--- src/rtl/mm_pkg.sv ---
// rtl/mm_pkg.sv - shared state encoding and default parameters for the memory matrix engine
package mm_pkg;

  typedef enum logic [2:0] {
    S_IDLE       = 3'd0,
    S_START_WAIT = 3'd1,
    S_SHOW       = 3'd2,
    S_PLAY       = 3'd3,
    S_WIN        = 3'd4,
    S_LOSE       = 3'd5,
    S_END_WAIT   = 3'd6
  } mm_state_t;

  localparam int DEF_TILES       = 8;
  localparam int DEF_SHOW_CYCLES = 50_000_000;
  localparam int DEF_FLASH_HALF  = 12_500_000;
  localparam int DEF_MISS_W      = 4;

  function automatic logic is_flash_state(input mm_state_t s);
    return s inside {S_IDLE, S_WIN, S_LOSE};
  endfunction

endpackage

--- src/rtl/mm_tick_counter.sv ---
// rtl/mm_tick_counter.sv - cycle counter that flags its last count and wraps to zero
module mm_tick_counter #(
  parameter int W = 8
) (
  input  logic         clk,
  input  logic         reset,
  input  logic         clear,
  input  logic         enable,
  input  logic [W-1:0] last_count,
  output logic         done
);

  logic [W-1:0] count;

  assign done = (count == last_count);

  // Counting up from zero keeps the reset and clear values identical, so the
  // first period after either is full length.
  always_ff @(posedge clk or negedge reset) begin
    if (!reset)      count <= '0;
    else if (clear)  count <= '0;
    else if (enable) count <= done ? '0 : count + 1'b1;
  end

endmodule

--- src/rtl/memory_matrix_engine.sv ---
// rtl/memory_matrix_engine.sv - memory matrix game controller: show, guess, score, win/lose display
module memory_matrix_engine
  import mm_pkg::*;
#(
  parameter  int TILES       = DEF_TILES,
  parameter  int SHOW_CYCLES = DEF_SHOW_CYCLES,
  parameter  int FLASH_HALF  = DEF_FLASH_HALF,
  parameter  int MISS_W      = DEF_MISS_W,
  localparam int IDX_W       = $clog2(TILES)
) (
  input  logic              clk,
  input  logic              reset,
  input  logic              start,
  input  logic [TILES-1:0]  solution,
  input  logic [MISS_W-1:0] max_misses,
  input  logic              guess_valid,
  input  logic [IDX_W-1:0]  guess_idx,
  output logic [TILES-1:0]  board_led,
  output logic              flash_led,
  output logic [MISS_W-1:0] misses_left,
  output logic              guess_correct,
  output logic              guess_wrong,
  output logic              game_won,
  output logic              game_lost
);

  localparam int SHOW_W  = $clog2(SHOW_CYCLES + 1);
  localparam int FLASH_W = $clog2(FLASH_HALF + 1);
  localparam logic [SHOW_W-1:0]  SHOW_LAST  = SHOW_W'(SHOW_CYCLES - 1);
  localparam logic [FLASH_W-1:0] FLASH_LAST = FLASH_W'(FLASH_HALF - 1);

  mm_state_t         state_q, state_d;
  logic [TILES-1:0]  sol_q, found_q, found_d, guess_mask;
  logic [MISS_W-1:0] misses_q;
  logic              phase_q, won_q, correct_q, wrong_q;
  logic              idx_ok, guess_act, in_sol, in_found, new_correct, miss;
  logic              launch, show_done, flash_done, flash_enter, flash_active;

  // Non power-of-two boards can receive indices past the last tile.
  if (TILES == (1 << IDX_W)) begin : g_idx_full
    assign idx_ok = 1'b1;
  end else begin : g_idx_part
    assign idx_ok = ({1'b0, guess_idx} < (IDX_W + 1)'(TILES));
  end

  assign guess_mask   = TILES'(1) << guess_idx;
  assign launch       = (state_q == S_START_WAIT) && !start;
  assign flash_active = is_flash_state(state_q);
  assign flash_enter  = is_flash_state(state_d) && (state_d != state_q);

  always_comb begin
    guess_act   = (state_q == S_PLAY) && guess_valid && idx_ok;
    in_sol      = |(sol_q & guess_mask);
    in_found    = |(found_q & guess_mask);
    new_correct = guess_act && in_sol && !in_found;
    miss        = guess_act && !in_sol;
    found_d     = new_correct ? (found_q | guess_mask) : found_q;
  end

  mm_tick_counter #(.W(SHOW_W)) u_show_timer (
    .clk        (clk),
    .reset      (reset),
    .clear      (launch),
    .enable     (state_q == S_SHOW),
    .last_count (SHOW_LAST),
    .done       (show_done)
  );

  mm_tick_counter #(.W(FLASH_W)) u_flash_timer (
    .clk        (clk),
    .reset      (reset),
    .clear      (flash_enter),
    .enable     (flash_active),
    .last_count (FLASH_LAST),
    .done       (flash_done)
  );

  always_ff @(posedge clk or negedge reset) begin
    if (!reset) state_q <= S_IDLE;
    else        state_q <= state_d;
  end

  always_comb begin
    state_d = state_q;
    case (state_q)
      S_IDLE:         if (start) state_d = S_START_WAIT;
      S_START_WAIT:   if (!start) state_d = S_SHOW;
      S_SHOW:         if (show_done) state_d = S_PLAY;
      S_PLAY: begin
        if (miss && (misses_q <= MISS_W'(1))) state_d = S_LOSE;
        else if (found_d == sol_q)            state_d = S_WIN;
      end
      S_WIN, S_LOSE:  if (start) state_d = S_END_WAIT;
      S_END_WAIT:     if (!start) state_d = S_IDLE;
      default:        state_d = S_IDLE;
    endcase
  end

  always_ff @(posedge clk or negedge reset) begin
    if (!reset) begin
      sol_q     <= '0;
      found_q   <= '0;
      misses_q  <= '0;
      phase_q   <= 1'b0;
      won_q     <= 1'b0;
      correct_q <= 1'b0;
      wrong_q   <= 1'b0;
    end else begin
      correct_q <= new_correct;
      wrong_q   <= miss;
      if (launch) begin
        sol_q    <= solution;
        found_q  <= '0;
        misses_q <= max_misses;
      end else begin
        found_q <= found_d;
        if (miss && (misses_q != '0)) misses_q <= misses_q - 1'b1;
      end
      if (flash_enter)                    phase_q <= 1'b0;
      else if (flash_active && flash_done) phase_q <= ~phase_q;
      if (state_q == S_PLAY) won_q <= (state_d == S_WIN);
    end
  end

  always_comb begin
    board_led = '0;
    flash_led = 1'b0;
    game_won  = 1'b0;
    game_lost = 1'b0;
    case (state_q)
      S_IDLE: flash_led = phase_q;
      S_SHOW: board_led = sol_q;
      S_PLAY: board_led = found_q;
      S_WIN: begin
        board_led = sol_q;
        flash_led = phase_q;
        game_won  = 1'b1;
      end
      S_LOSE: begin
        board_led = found_q | (sol_q & ~found_q & {TILES{phase_q}});
        flash_led = phase_q;
        game_lost = 1'b1;
      end
      S_END_WAIT: begin
        game_won  = won_q;
        game_lost = !won_q;
      end
      default: ;
    endcase
  end

  assign misses_left   = misses_q;
  assign guess_correct = correct_q;
  assign guess_wrong   = wrong_q;

endmodule
--- config.mk ---
export PLATFORM = sky130hd
export DESIGN_NAME = memory_matrix_engine
export DESIGN_NICKNAME = d
export VERILOG_FILES = /design/src/rtl/mm_pkg.sv /design/src/rtl/mm_tick_counter.sv /design/src/rtl/memory_matrix_engine.sv
export SDC_FILE = /design/constraint.sdc
export NUM_CORES = 1
export LEC_CHECK = 0
export CORE_MARGIN = 2
export CORE_UTILIZATION = 57
export CTS_BUF_LIST = sky130_fd_sc_hd__clkbuf_16
export DETAILED_ROUTE_END_ITERATION = 10
export PLACE_DENSITY = 0.84
export RECOVER_POWER = 25
export SYNTH_ARGS = -nofsm -noshare
export SYNTH_HDL_FRONTEND = slang
export SYNTH_SLANG_ARGS = --single-unit
--- constraint.sdc ---
create_clock -name clk -period 2.41 [get_ports clk]
set_input_delay 0.241 -clock clk [delete_from_list [all_inputs] [get_ports clk]]
set_output_delay 0.241 -clock clk [all_outputs]
set_load 0.01 [all_outputs]
# Word level (Yosys, flattened, before mapping)
# Cells that the tools add are included.
# Widths: inputs -> output; s select.
# totals
reg_bits	77
inputBits	19
output_inout_bits	17
# op_classes
add_sub_neg	3
order_cmp	1
n_eq_ne	12
shifts	1
n_mux	24
n_bitwise	8
reduce_logical	27
# ops
operator	count
$mux 26	3
$mux 24	3
$and 8x8->8	4
$add 26x1->26 const B	1
$eq 26x26->1 const B	1
$add 24x1->24 const B	1
$eq 24x24->1 const B	1
$pmux 8 s3	1
$mux 3	7
$pmux 3 s6	1
$mux 8	2
$or 8x8->8	2
$reduce_or 8->1	2
$eq 3x3->1 const B	5
$logic_and 1x1->1	9
$eq 8x8->1	1
$mux 4	2
$not 8->8	1
$reduce_bool 2->1	4
$shl 1x3->8 const A	1
$eq 3x2->1 const B	2
$logic_not 3->1	2
$reduce_bool 3->1	2
$le 4x1->1 const B	1
other kinds (10)	17

# Logic depth before layout (Yosys ltp)
# logic_depth
ltp_word	14
ltp_mapped	10

# Modules after synthesis
# Synthesis repeated with hierarchy kept, for this count alone.
# hier_totals
hier_cells	525
hier_area_um2	4951.0
# by_module_without_submodules
module	instances	cells_each	area_per_inst_um2	seq_area_each_um2
memory_matrix_engine	1	199	1783.0	675.6
mm_tick_counter (u_show_timer)	1	168	1617.8	650.6
mm_tick_counter (u_flash_timer)	1	158	1550.2	600.6

# Worst setup path after synthesis
# Ideal clock, no wire load.
# synth_timing
kind	register -> register
start	reg state_q[2]
end	reg u_flash_timer.count[17]
setup_ps	123
arrival_ps	1933
t_required_ps	2287
setup_slack_ps	353
stages_incl_launch_ff	9
n_path_buf	1
period_less_slack_ps	2057
path_cell_list	dfrtp_1 -> and3b_2 -> o311a_1 -> o2111a_1 -> a31oi_1 -> or3_4 -> a21oi_4 -> buf_6 -> nor3_1
# synth_via
elab_chain_cells	13
elab_cells_between_ends	32
# synth_lines
element	line_no	rtl
from (decl)	memory_matrix_engine.sv:32	mm_state_t state_q, state_d;
from (signal assigned)	memory_matrix_engine.sv:80	else state_q <= state_d;
$eq 3x2->1	memory_matrix_engine.sv:52, memory_matrix_engine.sv:85	
$logic_and 1x1->1	memory_matrix_engine.sv:52	guess_act = (state_q == S_PLAY) && guess_valid && idx_ok;
$logic_and 1x1->1 (2 in a row)	memory_matrix_engine.sv:55	new_correct = guess_act && in_sol && !in_found;
$mux 8	memory_matrix_engine.sv:57	found_d = new_correct ? (found_q | guess_mask) : found_q;
$eq 8x8->1	memory_matrix_engine.sv:91	else if (found_d == sol_q) state_d = S_WIN;
$mux 3	memory_matrix_engine.sv:91	
$mux 3	memory_matrix_engine.sv:90	if (miss && (misses_q <= MISS_W'(1))) state_d = S_LOSE;
$pmux 3 s6	memory_matrix_engine.sv:85	case (state_q)
$eq 3x3->1 or $logic_not 3->1 (tied branches)	mm_pkg.sv:20	return s inside {S_IDLE, S_WIN, S_LOSE};
$reduce_bool 3->1	mm_pkg.sv:20	
$logic_and 1x1->1	memory_matrix_engine.sv:49	assign flash_enter = is_flash_state(state_d) && (state_d != state_q);
$mux 24 or $reduce_bool 2->1 (tied branches)	--	
to (signal assigned)	mm_tick_counter.sv:22	else if (enable) count <= done ? '0 : count + 1'b1;
to (decl)	mm_tick_counter.sv:13	logic [W-1:0] count;
# Parallel ways exist; a longest one is shown, timed or not.
# A chain may end at the register's enable or synchronous reset.

# Final worst setup path
# layout_timing
start	reg state_q[1]
end	out game_lost
# layout_via
elab_chain_cells	2
elab_cells_between_ends	3
# layout_lines
element	line_no	rtl
$eq 3x3->1	memory_matrix_engine.sv:130	case (state_q)
$pmux 1 s2 *	memory_matrix_engine.sv:130	
to (decl)	memory_matrix_engine.sv:24	output logic game_lost
# Every way passes the cells marked *; elsewhere a longest branch is shown, timed or not.

==> results.sh <==
export IMPL_initial_core_util_pct=58.4
export IMPL_grt_pass1_wl_um=18200
export IMPL_cts_tree="done"
export IMPL_syn_nets=529
export IMPL_grt_start_max_net_pins=42
export IMPL_syn_inst=505
export IMPL_crit_path_top_delay_cell="clkdlybuf4s50_1"
export IMPL_dp_hpwl_um=7490
export IMPL_yosysUniqueCellTypes=63
export IMPL_nets=583
export IMPL_cts_root_buf="clkbuf_16"
export IMPL_finalSetupViolations=0
export IMPL_p_leak_nw=2.34
export IMPL_grt_overflow_total=0
export IMPL_htreeDepth=3
export IMPL_drive_gt1_share_pct=11.7
export IMPL_swShare_pct=36.9
export IMPL_seq_area_frac_synth_pct=43.1
export IMPL_synth_warnings=0
export IMPL_n_antenna_cell=0
export IMPL_slew_violations=0
export IMPL_drt_first_pass_iters=5
export IMPL_max_freq_mhz=433
export IMPL_gp_congestion=0.927
export IMPL_ir_drop_mv=0.631
export IMPL_synth_flop_cell="dfrtp_1"
export IMPL_area_growth_pct=21.3
export IMPL_finalPower_mw=6.12
export IMPL_critPathMaxStageDelay_ns=0.53
export IMPL_drtIter0Drc=183
export IMPL_powerDensity_mw_per_mm2=1130
export IMPL_finalHoldViolations=0
export IMPL_antenna_found_initial=0
export IMPL_slew_headroom_pct=32.6
export IMPL_avgSynthCellArea_um2=8.85
export IMPL_path_cells="buf_4 > nor2b_1 > nor2b_1 > o21a_1 > clkdlybuf4s50_1"
export IMPL_num_rows=32
export IMPL_crit_fanout=11
export IMPL_synth_edf_count=0
export IMPL_cp_start_kind="register"
export IMPL_fin_crit_ns=2.31
export IMPL_whs_ns=0.439
export IMPL_route_detailed_drc=0
export IMPL_cts_setup_buffers=0
export IMPL_ant_nets=0
export IMPL_fin_area_mm2=0.00542
export IMPL_clock_sinks=77
export IMPL_period_share_pct=95.8
export IMPL_async_flop_share_pct=100
export IMPL_clock_latency_ns=0.33
export IMPL_critPathArrivalTime_ns=2.07
export IMPL_grt_usage_pct=26.4
export IMPL_cp_common_cell="nor2b_1"
export IMPL_routedWlPerCell_um=15.9
export IMPL_path_class="register to primary output"
export IMPL_drt_wl_total_um=10600
export IMPL_grt_pass1_vias=3791
export IMPL_tightest_slew_ns=1.01
export IMPL_layout_commonest_cell="dfrtp_1"
export IMPL_power_share_clock_pct=25.2
export IMPL_setup_tns_ns=0
export IMPL_syn_area_mm2=0.00447
export IMPL_pwr_share_seq_pct=37.1
export IMPL_numCtsBuffers=9
export IMPL_viasPerCell=5.84
export IMPL_core_mm2=0.00765
export IMPL_required_ns=2.17
export IMPL_grt_setup_unrepaired="false"
export IMPL_num_io_pins=36
export IMPL_internal_power_mw=3.86
export IMPL_hold_path_class="primary input to register"
export IMPL_pwr_share_comb_pct=37.8
export IMPL_numPortBuffers=35
export IMPL_drv_cap=0
export IMPL_fp_dieArea_mm2=0.00856
export IMPL_status="finished, final reports clean"
export IMPL_final_core_util_pct=70.9
export IMPL_route_vias_total=3891
export IMPL_clockBufferDepth=2
export IMPL_dieHeight_um=92.5
export IMPL_fin_skew_ns=0.00612
export IMPL_die_w_um=92.5
export IMPL_p_switching_mw=2.26
export IMPL_cts_clk_slew_worst_paths_ns=0.06
export IMPL_placed_area_mm2=0.00505
export IMPL_cp_end_kind="primary output"
export IMPL_layout_common_cells="dfrtp_1 (77), nor2_1 (69), nand2_1 (69)"
export IMPL_fillers=572
export IMPL_ys_ff_latch=77
## final cells by class
class	count	area, µm²	share of cell area, %
repair buffers	63	581	10.7
flip-flops and latches	77	1930	35.5
inverters	16	60.1	1.11
multi-input cells	392	2380	44.0
clock inverters	7	115	2.12
clock buffers	9	225	4.16
well taps	102	128	2.35
## critical path, delay by kind of cell (launching register included)
family	cells	cell delay, ns
flops	1	0.50
buf+inv	2	0.76
simple gates	2	0.34
compound gates	1	0.14
## metal layers
| metal | part of all wire, % | wire [µm] | track usage, % | up-vias |
|---|---|---|---|---|
| met5 | 0 | 0 | 0 | - |
| met4 | 1.6 | 172 | 7.46 | 0 |
| met3 | 5.3 | 561 | 4.80 | 23 |
| met2 | 48 | 5120 | 42.8 | 125 |
| met1 | 45 | 4720 | 36.4 | 1882 |
| li1 | - | - | - | 1861 |
## sequential cells by signal, indices dropped and copies added, names as in the netlist, 3 cells and up
| signal | flops |
|---|---|
| u_show_timer.count | 26 |
| misses_left | 4 |
| sol_q | 8 |
| state_q | 3 |
| u_flash_timer.count | 24 |
| found_q | 8 |
## cell families (layout without fill, tap and decap cells)
kind of cell / Yosys count / in the layout / share of synthesized area, %
DFF: 77 / 77 / 43.1
muxes: 10 / 10 / 3.14
buffers and inverters: 36 / 95 / 3.95
xor gates and xnor gates: 42 / 42 / 8.24
adders and majority gates: 5 / 5 / 1.40
AOI/OAI and AO/OA: 71 / 71 / 10.8
and+or+nand+nor: 264 / 264 / 29.4
## worst paths after layout
kind	slack [ns]	startpoint	cells after the start	endpoint
max	0.10	state_q[1]	5	game_lost
min reg2reg	0.51	u_show_timer.count[22]	1	u_show_timer.count[22]
min	0.44	solution[0]	3	sol_q[0]
min in group asynchronous	0.62	reset	2	u_flash_timer.count[15]
max reg2reg	0.13	u_flash_timer.count[14]	6	u_flash_timer.count[22]
max in group asynchronous	0.80	reset	3	found_q[2]
## synthesized netlist by cell type (3+ instances only)
| library cell | count | area (µm²) |
|---|---|---|
| nor3_1 | 18 | 90.1 |
| o21ai_0 | 14 | 70.1 |
| o22ai_1 | 5 | 31.3 |
| clkbuf_1 | 12 | 45.0 |
| nor2b_1 | 13 | 81.3 |
| nor2_1 | 70 | 263 |
| nand2b_1 | 6 | 37.5 |
| nand2_1 | 69 | 259 |
| inv_1 | 16 | 60.1 |
| xor2_1 | 34 | 298 |
| and3_1 | 9 | 56.3 |
| nor3_2 | 3 | 30.0 |
| nand4_1 | 11 | 68.8 |
| nor4_1 | 7 | 43.8 |
| mux2i_1 | 5 | 50.1 |
| a21oi_1 | 20 | 100 |
| nand3_1 | 29 | 145 |
| and3b_1 | 3 | 26.3 |
| and2_1 | 5 | 31.3 |
| xnor2_1 | 8 | 70.1 |
| and4_1 | 3 | 26.3 |
| ha_1 | 5 | 62.6 |
| nor3b_1 | 5 | 37.5 |
| dfrtp_1 | 77 | 1930 |
| buf_6 | 3 | 33.8 |
| a22o_1 | 9 | 78.8 |
| or2_2 | 3 | 18.8 |
## power by group through the flow
stage	Sequential [mW]	Combinational [mW]	Clock [mW]
final	2.27	2.31	1.54
after global routing	2.34	2.57	1.61
after CTS	2.25	2.30	1.57
after detailed placement	2.26	2.27	0
after global placement	2.23	2.18	0
after floorplan	2.11	1.53	0
## repair_timing
action / in CTS / in global routing
pin swaps: 0 / 0
gates cloned: 0 / 0
endpoints found under the hold margin: 39 / 0
hold buffers: 1 / 0
resized for setup: 1 / 4
setup endpoints to repair: 8 / 15
## through the flow
stage	std cells	worst slack, ns
after detailed placement	649	-0.246
after CTS	666	0.0493
final	666	0.101
after global placement	649	-0.133
after global routing	666	0.00819
after floorplan	505	0.353
Note: power is estimated with default switching activity, not from simulation.
